==> config.mk <==
export PLATFORM = sky130hd
export DESIGN_NAME = cond_exec_unit
export DESIGN_NICKNAME = d
export VERILOG_FILES = /design/src/rtl/cond_exec_unit.sv
export SDC_FILE = /design/constraint.sdc
export NUM_CORES = 1
export LEC_CHECK = 0
export CELL_PAD_IN_SITES_DETAIL_PLACEMENT = 0
export CELL_PAD_IN_SITES_GLOBAL_PLACEMENT = 2
export CORE_UTILIZATION = 26
export CTS_CLUSTER_SIZE = 30
export DETAILED_ROUTE_END_ITERATION = 6
export GPL_TIMING_DRIVEN = 0
export PLACE_DENSITY_LB_ADDON = 0.12
export SLEW_MARGIN = 10
export SYNTH_ARGS = -nofsm -noshare
export SYNTH_HDL_FRONTEND = slang
export SYNTH_SLANG_ARGS = --single-unit
==> constraint.sdc <==
create_clock -name clk -period 3.3 [get_ports clk]
set_clock_uncertainty 0.2 [all_clocks]
set_input_delay 0.99 -clock clk [delete_from_list [all_inputs] [get_ports clk]]
set_output_delay 0.99 -clock clk [all_outputs]
set_load 0.05 [all_outputs]
==> src/rtl/cond_exec_unit.sv <==
// Execute-stage conditional-execution unit.
// Holds the D->E register for the condition/control fields and the
// architectural NZCV flags. It evaluates the condition field of the
// instruction in E against the flags left by earlier instructions, gates
// the write-type controls, and updates the flags from the ALU result.
// There is no handshake here: the pipeline advances on every clock edge
// unless StallE holds it or FlushE replaces the E contents with a bubble.
module cond_exec_unit #(
   parameter logic [3:0] RESET_FLAGS = 4'b0000,
   parameter bit         NV_EXEC     = 1'b0
) (
   input  logic       clk,
   input  logic       reset,
   input  logic [3:0] CondD,
   input  logic [1:0] FlagWD,
   input  logic       PCSD,
   input  logic       RegWD,
   input  logic       MemWD,
   input  logic       BranchD,
   input  logic       NoWriteD,
   input  logic       StallE,
   input  logic       FlushE,
   input  logic [3:0] ALUFlags,
   output logic [3:0] CondE,
   output logic [3:0] FlagsE,
   output logic       CondExE,
   output logic       PCSrcE,
   output logic       RegWriteE,
   output logic       MemWriteE,
   output logic       BranchTakenE
);

   // "Always" condition: what a bubble carries, so a bubble passes the
   // check but has no control bits to gate through.
   localparam logic [3:0] COND_AL = 4'b1110;

   logic [3:0] cond_e;
   logic [1:0] flag_we_e;
   logic       pcs_e;
   logic       reg_w_e;
   logic       mem_w_e;
   logic       branch_e;
   logic       no_write_e;
   logic [3:0] flags;
   logic       cond_ex;
   logic       flag_n;
   logic       flag_z;
   logic       flag_c;
   logic       flag_v;

   // E register: reset and flush both load the bubble; stall holds.
   always_ff @(posedge clk) begin
      if (reset || FlushE) begin
         cond_e     <= COND_AL;
         flag_we_e  <= 2'b00;
         pcs_e      <= 1'b0;
         reg_w_e    <= 1'b0;
         mem_w_e    <= 1'b0;
         branch_e   <= 1'b0;
         no_write_e <= 1'b0;
      end else if (!StallE) begin
         cond_e     <= CondD;
         flag_we_e  <= FlagWD;
         pcs_e      <= PCSD;
         reg_w_e    <= RegWD;
         mem_w_e    <= MemWD;
         branch_e   <= BranchD;
         no_write_e <= NoWriteD;
      end
   end

   // Flags register: the instruction in E writes NZ and/or CV only when its
   // condition passes and E is not stalled. A flush does not cancel the
   // instruction currently in E, only what follows it.
   always_ff @(posedge clk) begin
      if (reset) begin
         flags <= RESET_FLAGS;
      end else if (!StallE) begin
         if (flag_we_e[1] && cond_ex) begin
            flags[3:2] <= ALUFlags[3:2];
         end
         if (flag_we_e[0] && cond_ex) begin
            flags[1:0] <= ALUFlags[1:0];
         end
      end
   end

   // Condition check against the registered flags (results of prior
   // instructions), zero latency from CondE.
   always_comb begin
      flag_n  = flags[3];
      flag_z  = flags[2];
      flag_c  = flags[1];
      flag_v  = flags[0];
      cond_ex = 1'b0;
      case (cond_e)
         4'b0000: cond_ex = flag_z;
         4'b0001: cond_ex = ~flag_z;
         4'b0010: cond_ex = flag_c;
         4'b0011: cond_ex = ~flag_c;
         4'b0100: cond_ex = flag_n;
         4'b0101: cond_ex = ~flag_n;
         4'b0110: cond_ex = flag_v;
         4'b0111: cond_ex = ~flag_v;
         4'b1000: cond_ex = flag_c & ~flag_z;
         4'b1001: cond_ex = ~flag_c | flag_z;
         4'b1010: cond_ex = (flag_n == flag_v);
         4'b1011: cond_ex = (flag_n != flag_v);
         4'b1100: cond_ex = ~flag_z & (flag_n == flag_v);
         4'b1101: cond_ex = flag_z | (flag_n != flag_v);
         4'b1110: cond_ex = 1'b1;
         default: cond_ex = NV_EXEC;
      endcase
   end

   // Gated controls: nothing with side effects leaves E unless the
   // condition passes; compare-type instructions never write registers.
   always_comb begin
      CondE        = cond_e;
      FlagsE       = flags;
      CondExE      = cond_ex;
      PCSrcE       = pcs_e & cond_ex;
      RegWriteE    = reg_w_e & ~no_write_e & cond_ex;
      MemWriteE    = mem_w_e & cond_ex;
      BranchTakenE = branch_e & cond_ex;
   end

endmodule

After elaboration in Yosys (flattened, before gate mapping)
Index checks and enable logic that the tools add are counted.
{ "word_totals": {"in_bits": 19, "latch_bits": 0, "reg_bits": 15, "n_memories": 0, "ram_bits": 0, "romBits": 0, "word_cells": 47} }
{ "op_classes": {"eq_ne": 16, "mul": 0, "add_sub_neg": 0, "bitwise_logic": 15, "shift": 0, "n_reduce_logical": 6, "n_div": 0, "magnitude_cmp": 0, "n_mux": 1} }
{ "op_table": {"columns": ["operator", "count"], "rows": [
  ["$eq 4x4->1 const B", 7],
  ["$eq 4x3->1 const B", 4],
  ["$pmux 1 s15", 1],
  ["$eq 4x2->1 const B", 2],
  ["$and 1x1->1", 7],
  ["$not 1->1", 6],
  ["$eq 4x1->1 const B", 1],
  ["$logic_not 4->1", 1],
  ["$reduce_and 2->1", 2],
  ["$logic_and 1x1->1", 2],
  ["$or 1x1->1", 2],
  ["$eq 1x1->1", 1],
  ["$logic_or 1x1->1", 1],
  ["$ne 1x1->1", 1]
]} }

Logic depth before layout (Yosys ltp)
Gate-level depths: netlist of run 1.
{ "depth": {"depth_word": 5, "ltp_mapped": 7, "mapped_depth_nobuf": 6} }

Worst setup path before layout of run 1
Ideal clock, no wire load.
{ "synth_timing": {"path_type": "reg2out", "start": "register cond_e[2] (netlist: CondE[2])", "end": "output port RegWriteE", "required_time_ns": 2.110, "path_stages_with_launch": 7, "setup_slack_ns": -0.557, "arrival_time_ns": 2.667, "cell_sequence": "dfxtp_1 -> buf_2 -> nand2_1 -> a22oi_2 -> mux2i_1 -> a211oi_4 -> nor3b_1"} }
{ "synth_between": {"elab_chain_cells": 3} }
{ "synth_lines": {"columns": ["item", "line", "text"], "rows": [
  ["start: declaration", "37", "logic [3:0] cond_e;"],
  ["start signal: assignment", "62", "cond_e <= CondD;"],
  ["$eq 4x4->1 (tied with other cells)", "96", "case (cond_e)"],
  ["$pmux 1 s15 *", "96", null],
  ["$and 1x1->1 *", "123", "RegWriteE = reg_w_e & ~no_write_e & cond_ex;"],
  ["end: declaration", "28", "output logic RegWriteE,"]
]} }
Every way passes the cells marked *; elsewhere a longest branch is shown, timed or not.

Final worst setup path of run 1
Ends and elaborated chain as after synthesis.

==> metrics.md, run 1 <==
| Metric | Value |
|---|---|
| Max cap viols | 0 |
| Number of global-route vias before repair | 712 |
| Die Span Y | 59.04 um |
| CTS tree | done |
| Clk pwr share | 26.8% |
| Syn Inst Count | 89 |
| Register Area | 301.5 um^2 |
| Ys flop type | dfxtp_1 |
| Cell Rows | 20 |
| Status | complete, no violations |
| Peak VDD IR | 0.1737 mV |
| Net Sw Frac | 26.66% |
| Placed Cells | 164 |
| Synth warnings | 0 |
| Fmax | 314.1 MHz |
| CTS clk-pin slew, worst paths | 80 ps |
| Kind of critical path | flop to output pin |
| Power Internal | 278.3 uW |
| Core box area | 3078 um^2 |
| Clk sinks | 15 |
| Synth Cell Area | 845.8 um^2 |
| Largest net degree at the start of global routing | 11 |
| P_sw | 101.2 uW |
| RSZ-0062 raised after global routing | false |
| Number of enable flip-flop cells after synthesis | 0 |
| Commonest non-fill, non-tap cell in the layout | clkdlybuf4s50_1 |
| Antenna violations before repair | 0 |
| Slew HR | 66.68% |
| Synthesis-to-finish area growth | 47.93% |
| First-pass GRT wire length | 2.980 mm |
| Max-slew violations | 0 |
| I/O Buffers | 31 |
| Tcrit/Tclk final | 96.46% |
| Multi-input logic area | 529.3 um^2 |
| Post-route ant nets | 0 |
| Total grt overflow | 0 |
| Gpl congestion | 0.6778 |
| DR WL/cell | 10.62 um |
| Power Total | 379.5 uW |
| Setup WS pre-CTS | -248.9 ps |
| Drc violations | 0 |
| Clk Latency, worst-skew pair | 270 ps |
| CTS Buffer Depth | 2 |
| Tmin final | 3183 ps |
| Total number of vias | 731 |
| Ant. Diodes | 0 |
| Static leakage | 0.5210 nW |
| Reg2Reg Setup Slack | 1080 ps |
| Commonest cells after routing, fill and taps aside | clkdlybuf4s50_1 (26), mux2i_1 (16), dfxtp_1 (14) |
| Tot GR Track Use | 11.39% |
| Maximum net fanout on the critical path | 10 |
| Num CTS Buffers | 3 |
| Die X-Extent | 59.04 um |
| Drt first-iter violations | 13 |
| Root Driver | clkbuf_4 |
| Post-synthesis async set-or-reset flop share | 0% |
| Proportion of layout cells with a drive suffix above 1 | 23.81% |
| Crit end category | output pin |
| Synthesized net count | 108 |
| Final Hold Viols | 0 |
| H-tree levels | 1 |
| Hpwl dp | 1.410 mm |
| # fillers | 323 |
| Post-Syn Area per Cell | 9.503 um^2 |
| Hold_ws | 295.0 ps |
| Share of the synthesized area in the top cell type | 35.50% |
| Final setup fails | 0 |
| IO Count | 32 |
| Pwr/cell area | 303.3 nW/um^2 |
| Flops & latches, synth | 15 |
| Synth cell types | 29 |
| Drt total wl | 1.805 mm |
| Sequential fraction of the synthesis area | 35.50% |
| Req. time, crit path | 2110 ps |
| Final worst setup slack | 116.7 ps |
| Worst path arrival time | 1990 ps |
| Final net count | 146 |
| Die Area | 3485 um^2 |
| Hold-fix buffers at CTS | 0 |
| Largest cells by area after synthesis | dfxtp_1 (36%), mux2i_1 (20%), nand2b_1 (6.7%) |
| Yosys top cell by area | dfxtp_1 |
| Drt pass-1 iters | 4 |
| Critical path launch point type | flop |
| Final Non-Filler Cells | 170 |
| Via-to-Cell Ratio | 4.300 |
| Initial core utilization | 27.48% |
| Combinational share of power | 23.1% |
| Worst-margin pin slew | 498.2 ps |
| Seq pwr share | 50.1% |
| Hold WC Path Type | flop to flop |
cells in the mapped netlist (all sizes together) (2+ instances only):
| cell type | instances |
|---|---|
| a21oi | 2 |
| buf | 4 |
| inv | 2 |
| dfxtp | 15 |
| nand3b | 2 |
| nand2b | 9 |
| mux2i | 17 |
| nand2 | 5 |
| nor3b | 4 |
| nor2 | 11 |
| and2 | 3 |
| nor2b | 2 |
per-stage QoR:
step	utilization [%]	TNS (ps)	cell area (um^2)
after CTS	40.49	-153.1	1246
final	40.65	0	1251
after global placement	39.67	-837.7	1221
after floorplan	-	-62.51	855.8
after global routing	40.65	0	1251
after detailed placement	39.67	-924.1	1221
state kept, by name (all words and copies together) (netlist names):
register,count
CondE,4
FlagsE,4
branch_e,1
flag_we_e,2
mem_w_e,1
no_write_e,1
pcs_e,1
reg_w_e,1
cell type report:
type / instances / share of cell area (%)
plain buffers: 5 / 2.300
clock buffers: 4 / 2.100
inverters: 2 / 0.6000
multi-input cells: 67 / 42.30
flip-flops and latches: 15 / 24.10
well taps: 44 / 4.400
repair buffers: 33 / 24.20
worst paths after layout:
path,startpoint,end,cells past startpoint
max,CondE[2]$_SDFFE_PP1N_,RegWriteE,8
min,mem_w_e$_SDFFE_PP0N_,mem_w_e$_SDFFE_PP0N_,2
max reg2reg,CondE[2]$_SDFFE_PP1N_,FlagsE[2]$_SDFFE_PP0P_,9
min reg2reg,mem_w_e$_SDFFE_PP0N_,mem_w_e$_SDFFE_PP0N_,2
cells by family after synthesis:
group           after synthesis  synth area share, %
flops                        15                35.50
xor+xnor                      1                1.036
simple gates                 41                28.55
mux                          18                21.89
compound gates                7                8.728
buf+inv                       7                4.288
critical path, cell delays in order (launching register included):
cell and delay [ps]:
dfxtp_1 310, buf_2 170, and3b_1 200, a22oi_2 150, mux2i_2 300, a211oi_4 60, buf_4 160, nor3b_2 150
buf_4 210
power groups by stage:
stage | logic [mW] | registers (mW) | clock network [mW]
3_5_place_dp | 0.0881 | 0.194 | 0
2_1_floorplan | 0.0428 | 0.202 | 0
6_report | 0.0877 | 0.190 | 0.102
3_3_place_gp | 0.0873 | 0.194 | 0
5_1_grt | 0.0941 | 0.191 | 0.117
4_1_cts | 0.0875 | 0.190 | 0.110
routing by layer:
layer | vias to the layer above | part of all wire, % | track usage [%]
li1 | 379 | - | -
met1 | 329 | 44 | 12.33
met2 | 21 | 49 | 20.94
met3 | 2 | 5.9 | 4.585
met4 | 0 | 0.72 | 2.041
met5 | - | 0 | 0
what timing repair did:
item | CTS | global route
gates resized for setup | 17 | 10
endpoints found under the setup margin | 5 | 5
setup buffers | 1 | 1
cloned | 0 | 0
pin swaps | 1 | 1
Note: power is estimated with default switching activity, not from simulation.
==> run 2: changes to the inputs <==
- CORE_MARGIN: default -> 4
- PLACE_DENSITY: default -> 0.8
- PLACE_DENSITY_LB_ADDON: 0.12 -> default
- SLEW_MARGIN: 10 -> default
==> run 2 against run 1 <==
Against the previous run:
- clock-buffer cell count did not move
- critical path depth fell by 1
- maximum frequency fell by 0.53%
- non-clock buffer count fell by 1
- critical path type unchanged
- highest routed layer unchanged
==> metrics.md, run 2 (same netlist as run 1, synthesis figures left out) <==
| Metric | Value |
|---|---|
| Die X-Extent | 65.04 um (was 59.04 um) |
| Proportion of layout cells with a drive suffix above 1 | 24.80% (was 23.81%) |
| Worst-margin pin slew | 506.3 ps (was 498.2 ps) |
| Power Total | 383.2 uW (was 379.5 uW) |
| Drt first-iter violations | 2 (was 13) |
| Worst path cell trace | buf_4, and3b_1, a22oi_2, mux2i_1, a211oi_4, nor3b_2, clkdlybuf4s15_2 (was buf_2, and3b_1, a22oi_2, mux2i_2, a211oi_4, buf_4, nor3b_2, buf_4) |
| Maximum net fanout on the critical path | 10 (unchanged) |
| Max-slew violations | 0 (unchanged) |
| Total grt overflow | 0 (unchanged) |
| Die Span Y | 65.04 um (was 59.04 um) |
| IO Count | 32 (unchanged) |
| # fillers | 327 (was 323) |
| Num CTS Buffers | 3 (unchanged) |
| Die Area | 4230 um^2 (was 3485 um^2) |
| Hold WC Path Type | flop to flop (unchanged) |
| Post-route ant nets | 0 (unchanged) |
| Commonest non-fill, non-tap cell in the layout | clkdlybuf4s50_1 (unchanged) |
| Cell Rows | 20 (unchanged) |
| Largest net degree at the start of global routing | 11 (unchanged) |
| Hpwl dp | 1.531 mm (was 1.410 mm) |
| Static leakage | 0.5203 nW (was 0.5210 nW) |
| Total number of vias | 737 (was 731) |
| Design Area, Final | 1275 um^2 (was 1251 um^2) |
| First-pass GRT wire length | 3.180 mm (was 2.980 mm) |
| Commonest cells after routing, fill and taps aside | clkdlybuf4s50_1 (26), mux2i_1 (17), dfxtp_1 (11), nor2_1 (11), nand2b_1 (9) (was clkdlybuf4s50_1 (26), mux2i_1 (16), dfxtp_1 (14)) |
| Gpl congestion | 0.6875 (was 0.6778) |
| Peak VDD IR | 0.1327 mV (was 0.1737 mV) |
| Fmax | 312.5 MHz (was 314.1 MHz) |
| Clk Latency, worst-skew pair | 280 ps (was 270 ps) |
| Critical path launch point type | flop (unchanged) |
| Via-to-Cell Ratio | 4.361 (was 4.300) |
| Drt pass-1 iters | 4 (unchanged) |
| Crit end category | output pin (unchanged) |
| Setup TNS | 0 ps (unchanged) |
| Drt total wl | 1.900 mm (was 1.805 mm) |
| Tcrit/Tclk final | 96.98% (was 96.46%) |
| Max cap viols | 0 (unchanged) |
| CTS tree | done (unchanged) |
| Slowest CP cell | clkdlybuf4s15_2 (was dfxtp_1) |
| Final Hold Viols | 0 (unchanged) |
| Setup WS pre-CTS | -208.5 ps (was -248.9 ps) |
| Pwr/cell area | 300.6 nW/um^2 (was 303.3 nW/um^2) |
| Req. time, crit path | 2110 ps (about the same) |
| RSZ-0062 raised after global routing | false (unchanged) |
| Final setup fails | 0 (unchanged) |
| Cell area after placement | 1221 um^2 (unchanged) |
| Final Non-Filler Cells | 169 (was 170) |
| Antenna violations before repair | 0 (unchanged) |
| Drc violations | 0 (unchanged) |
| DR WL/cell | 11.24 um (was 10.62 um) |
| Root Driver | clkbuf_4 (unchanged) |
| End-of-flow core utilization | 41.42% (was 40.65%) |
| Hold_ws | 294.9 ps (was 295.0 ps) |
| Final net count | 145 (was 146) |
| Ant. Diodes | 0 (unchanged) |
| Core box area | 3078 um^2 (unchanged) |
| Initial core utilization | 27.48% (unchanged) |
| H-tree levels | 1 (unchanged) |
| Final worst setup slack | 99.62 ps (was 116.7 ps) |
| Placed Cells | 164 (unchanged) |
| Kind of critical path | flop to output pin (unchanged) |
| Tot GR Track Use | 9.534% (was 11.39%) |
| Status | complete, no violations (unchanged) |
| Hold-fix buffers at CTS | 0 (unchanged) |
| Slew HR | 66.14% (was 66.68%) |
| Worst path arrival time | 2010 ps (was 1990 ps) |
| Worst path max stage delay | 390 ps (was 310 ps) |
| CTS Buffer Depth | 2 (unchanged) |
| Synthesis-to-finish area growth | 50.74% (was 47.93%) |
| I/O Buffers | 31 (unchanged) |
| Tmin final | 3200 ps (was 3183 ps) |
| CTS clk-pin slew, worst paths | 90 ps (was 80 ps) |
| Number of global-route vias before repair | 763 (was 712) |
| Clk sinks | 15 (unchanged) |
[run 2: per-layer routing]
metal	track usage, %	up-vias	wire length [um]
met5	0	-	0
met4	3.886	0	10
met3	2.946	2	152
met2	16.86	20	928
met1	10.52	337	809
li1	-	378	-
[run 2: worst max-delay path, delay by kind of cell (launching register included)]
family / cells / cell delay (ps)
and+or+nand+nor: 2 / 360
buffers and inverters: 2 / 550
muxes: 1 / 300
AOI/OAI and AO/OA: 2 / 210
DFF: 1 / 320
[run 2: worst paths after layout]
check	start	to	slack, ps	cells after the start
worst max-delay path	CondE[2]$_SDFFE_PP1N_	RegWriteE	100	7
worst max register to register	CondE[2]$_SDFFE_PP1N_	FlagsE[2]$_SDFFE_PP0P_	1230	8
worst min register to register	flag_we_e[0]$_SDFFE_PP0N_	flag_we_e[0]$_SDFFE_PP0N_	290	2
worst min-delay path	flag_we_e[0]$_SDFFE_PP0N_	flag_we_e[0]$_SDFFE_PP0N_	290	2
[run 2: layout make-up]
type                            count  area (um^2)  area share [%]
Sequential cell                    15        305.3           23.95
Timing Repair Buffer               32        324.1           25.42
Inverter                            2        7.507          0.5888
Multi-Input combinational cell     67        525.5           41.22
Tap cell                           44        55.05           4.318
Buffer                              5        31.28           2.453
Clock buffer                        4        26.28           2.061
[run 2: power by group]
group          total, mW  switching, mW  internal, mW
sequential         0.190        0.00406         0.186
clock              0.104         0.0574        0.0468
combinational     0.0887         0.0421        0.0465
total              0.383          0.104         0.280
[run 2: what timing repair did]
action	CTS	global route
endpoints found under the setup margin	5	4
buffers inserted	1	0
pin swaps	1	2
resized for setup	22	14
endpoints found under the hold margin	0	0
==> run 3: changes to the inputs <==
- CORE_MARGIN: 4 -> default
==> run 3 against run 2 <==
Against the previous run:
- sequential share of layout area increased by 0.13 points
- register-to-register slack got worse by 110 ps
- non-clock buffer count is 1 higher
- global-route usage rose by 2.9 points
- critical endpoint is now BranchTakenE
- highest routed layer unchanged
==> metrics.md, run 3 (same netlist as run 1, synthesis figures left out) <==
| Metric | Value |
|---|---|
| Setup TNS | 0 ps (unchanged) |
| Hpwl dp | 1.422 mm (was 1.531 mm) |
| Hold-fix buffers at CTS | 0 (unchanged) |
| Worst path arrival time | 2020 ps (was 2010 ps) |
| Crit end category | output pin (unchanged) |
| CTS clk-pin slew, worst paths | 90 ps (about the same) |
| R2r endpoint | FlagsE[0]$_SDFFE_PP0P_ (was FlagsE[2]$_SDFFE_PP0P_) |
| Die X-Extent | 59.04 um (was 65.04 um) |
| Cell area after placement | 1221 um^2 (unchanged) |
| Core box area | 3078 um^2 (unchanged) |
| Commonest cells after routing, fill and taps aside | clkdlybuf4s50_1 (26), mux2i_1 (16), dfxtp_1 (13) (was clkdlybuf4s50_1 (26), mux2i_1 (17), dfxtp_1 (11), nor2_1 (11), nand2b_1 (9)) |
| Req. time, crit path | 2110 ps (about the same) |
| Initial core utilization | 27.48% (unchanged) |
| Die Span Y | 59.04 um (was 65.04 um) |
| Gpl congestion | 0.6977 (was 0.6875) |
| Fmax | 311.4 MHz (was 312.5 MHz) |
| Root Driver | clkbuf_4 (unchanged) |
| Slowest CP cell | dfxtp_1 (was clkdlybuf4s15_2) |
| Drt pass-1 iters | 3 (was 4) |
| Antenna violations before repair | 0 (unchanged) |
| Max-slew violations | 0 (unchanged) |
| Buf+Inv Stages, Crit Path | 2 (unchanged) |
| Via-to-Cell Ratio | 4.353 (was 4.361) |
| Total number of vias | 740 (was 737) |
| Tmin final | 3212 ps (was 3200 ps) |
| Final net count | 146 (was 145) |
| Worst hold start | flag_we_e[1]$_SDFFE_PP0N_ (was flag_we_e[0]$_SDFFE_PP0N_) |
| Largest net degree at the start of global routing | 11 (unchanged) |
| Clk sinks | 15 (unchanged) |
| Final Hold Viols | 0 (unchanged) |
| Num CTS Buffers | 3 (unchanged) |
| Tcrit/Tclk final | 97.32% (was 96.98%) |
| Number of global-route vias before repair | 733 (was 763) |
| FF-to-FF Start | CondE[2]$_SDFFE_PP1N_ (unchanged) |
| Slew HR | 66.12% (was 66.14%) |
| Drc violations | 0 (unchanged) |
| Peak VDD IR | 0.1591 mV (was 0.1327 mV) |
| Hold WC Path Type | flop to flop (unchanged) |
| Reg2Reg Setup Slack | 1120 ps (was 1230 ps) |
| R2R depth | 9 (was 8) |
| Design Area, Final | 1257 um^2 (was 1275 um^2) |
| Drt total wl | 1.851 mm (was 1.900 mm) |
| Worst path max stage delay | 390 ps (about the same) |
| Max cap viols | 0 (unchanged) |
| Hold EP | flag_we_e[1]$_SDFFE_PP0N_ (was flag_we_e[0]$_SDFFE_PP0N_) |
| Worst-margin pin slew | 506.7 ps (was 506.3 ps) |
| First-pass GRT wire length | 3.194 mm (was 3.180 mm) |
| Drt first-iter violations | 11 (was 2) |
| Kind of critical path | flop to output pin (unchanged) |
| Maximum net fanout on the critical path | 5 (was 10) |
| Die Area | 3485 um^2 (was 4230 um^2) |
| Crit-path leading delay family | compound AO/OA/AOI/OAI gates (was buffers and inverters) |
| RSZ-0062 raised after global routing | true (was false) |
| DR WL/cell | 10.89 um (was 11.24 um) |
| Clk Latency, worst-skew pair | 280 ps (about the same) |
| Pwr/cell area | 304.0 nW/um^2 (was 300.6 nW/um^2) |
| Static leakage | 0.5224 nW (was 0.5203 nW) |
| CTS Buffer Depth | 2 (unchanged) |
| IO Count | 32 (unchanged) |
| Ant. Diodes | 0 (unchanged) |
| CTS tree | done (unchanged) |
| Commonest non-fill, non-tap cell in the layout | clkdlybuf4s50_1 (unchanged) |
| I/O Buffers | 31 (unchanged) |
| H-tree levels | 1 (unchanged) |
| Synthesis-to-finish area growth | 48.67% (was 50.74%) |
| Post-route ant nets | 0 (unchanged) |
| Status | complete, no violations (unchanged) |
| Proportion of layout cells with a drive suffix above 1 | 24.60% (was 24.80%) |
| Final setup fails | 0 (unchanged) |
| Total grt overflow | 0 (unchanged) |
| Worst hold stages | 2 (unchanged) |
| Cell Rows | 20 (unchanged) |
| Tot GR Track Use | 12.48% (was 9.534%) |
| Worst path cell trace | mux2_4, a21oi_2, o211ai_2, a211oi_4, inv_2, and2_2, buf_2 (was buf_4, and3b_1, a22oi_2, mux2i_1, a211oi_4, nor3b_2, clkdlybuf4s15_2) |
| Critical path launch point type | flop (unchanged) |
-- run 3: cell count changes in the layout (fill, tap and decap cells not counted), sizes merged --
cell           before  now
clkbuf              5    6
buf                 8   10
clkdlybuf4s15       2    0
-- run 3: area by class of cell --
cell class              instances  area (um^2)
well taps                      44        55.05
clock buffers                   4        26.28
multi-input cells              67        529.3
plain buffers                   5        31.28
inverters                       2        7.507
flip-flops and latches         15        302.8
fillers                       338         1821
repair buffers                 33        305.3
-- run 3: report_power, final --
group / internal (mW) / switching, mW
clock: 0.0468 / 0.0570
combinational: 0.0456 / 0.0425
sequential: 0.186 / 0.00407
total: 0.279 / 0.104
-- run 3: metal layers --
metal / vias up / global-route usage, % / share of wire, %
li1: 378 / - / -
met1: 340 / 13.78 / 43
met2: 20 / 21.75 / 49
met3: 2 / 3.712 / 6.6
met4: 0 / 6.122 / 0.54
met5: - / 0 / 0
-- run 3: worst reg2reg max path: cells and delay by family, from the launching register on --
family          cells  cell delay (ps)
simple gates        2              420
compound gates      2              240
flops               1              320
mux                 2              500
buf+inv             3              430
-- run 3: per-stage QoR --
stage	hold WS [ps]	setup WS [ps]	instances	power [mW]	utilization, %
finish	293.9	88.39	170	0.3822	40.85
global route	325.8	-17.89	170	0.4075	40.85
CTS	302.5	-69.04	169	0.3887	40.73
detailed placement	277.9	-197.4	164	0.2824	39.67
global placement	263.8	-202.9	164	0.2811	39.67
floorplan	253.1	-62.51	89	0.2444	-
-- run 3: how the worst max path moves through the flow --
stage              endpoint                   start  depth (start not counted)  slack (ps)
6_report       BranchTakenE  FlagsE[3]$_SDFFE_PP0P_                          7          90
3_5_place_dp   BranchTakenE  FlagsE[0]$_SDFFE_PP0P_                          6        -200
3_3_place_gp      MemWriteE  FlagsE[3]$_SDFFE_PP0P_                          7        -200
2_1_floorplan     RegWriteE   CondE[2]$_SDFFE_PP1N_                          6         -60
5_1_grt        BranchTakenE   CondE[0]$_SDFFE_PP0N_                          8         -20
4_1_cts        BranchTakenE  FlagsE[3]$_SDFFE_PP0P_                          7         -70
-- run 3: repair_timing --
item                                    CTS  global route
hold endpoints to repair                  0             0
gates resized for setup                  18            14
pin swaps                                 1             1
endpoints found under the setup margin    5             5
buffers inserted                          1             1
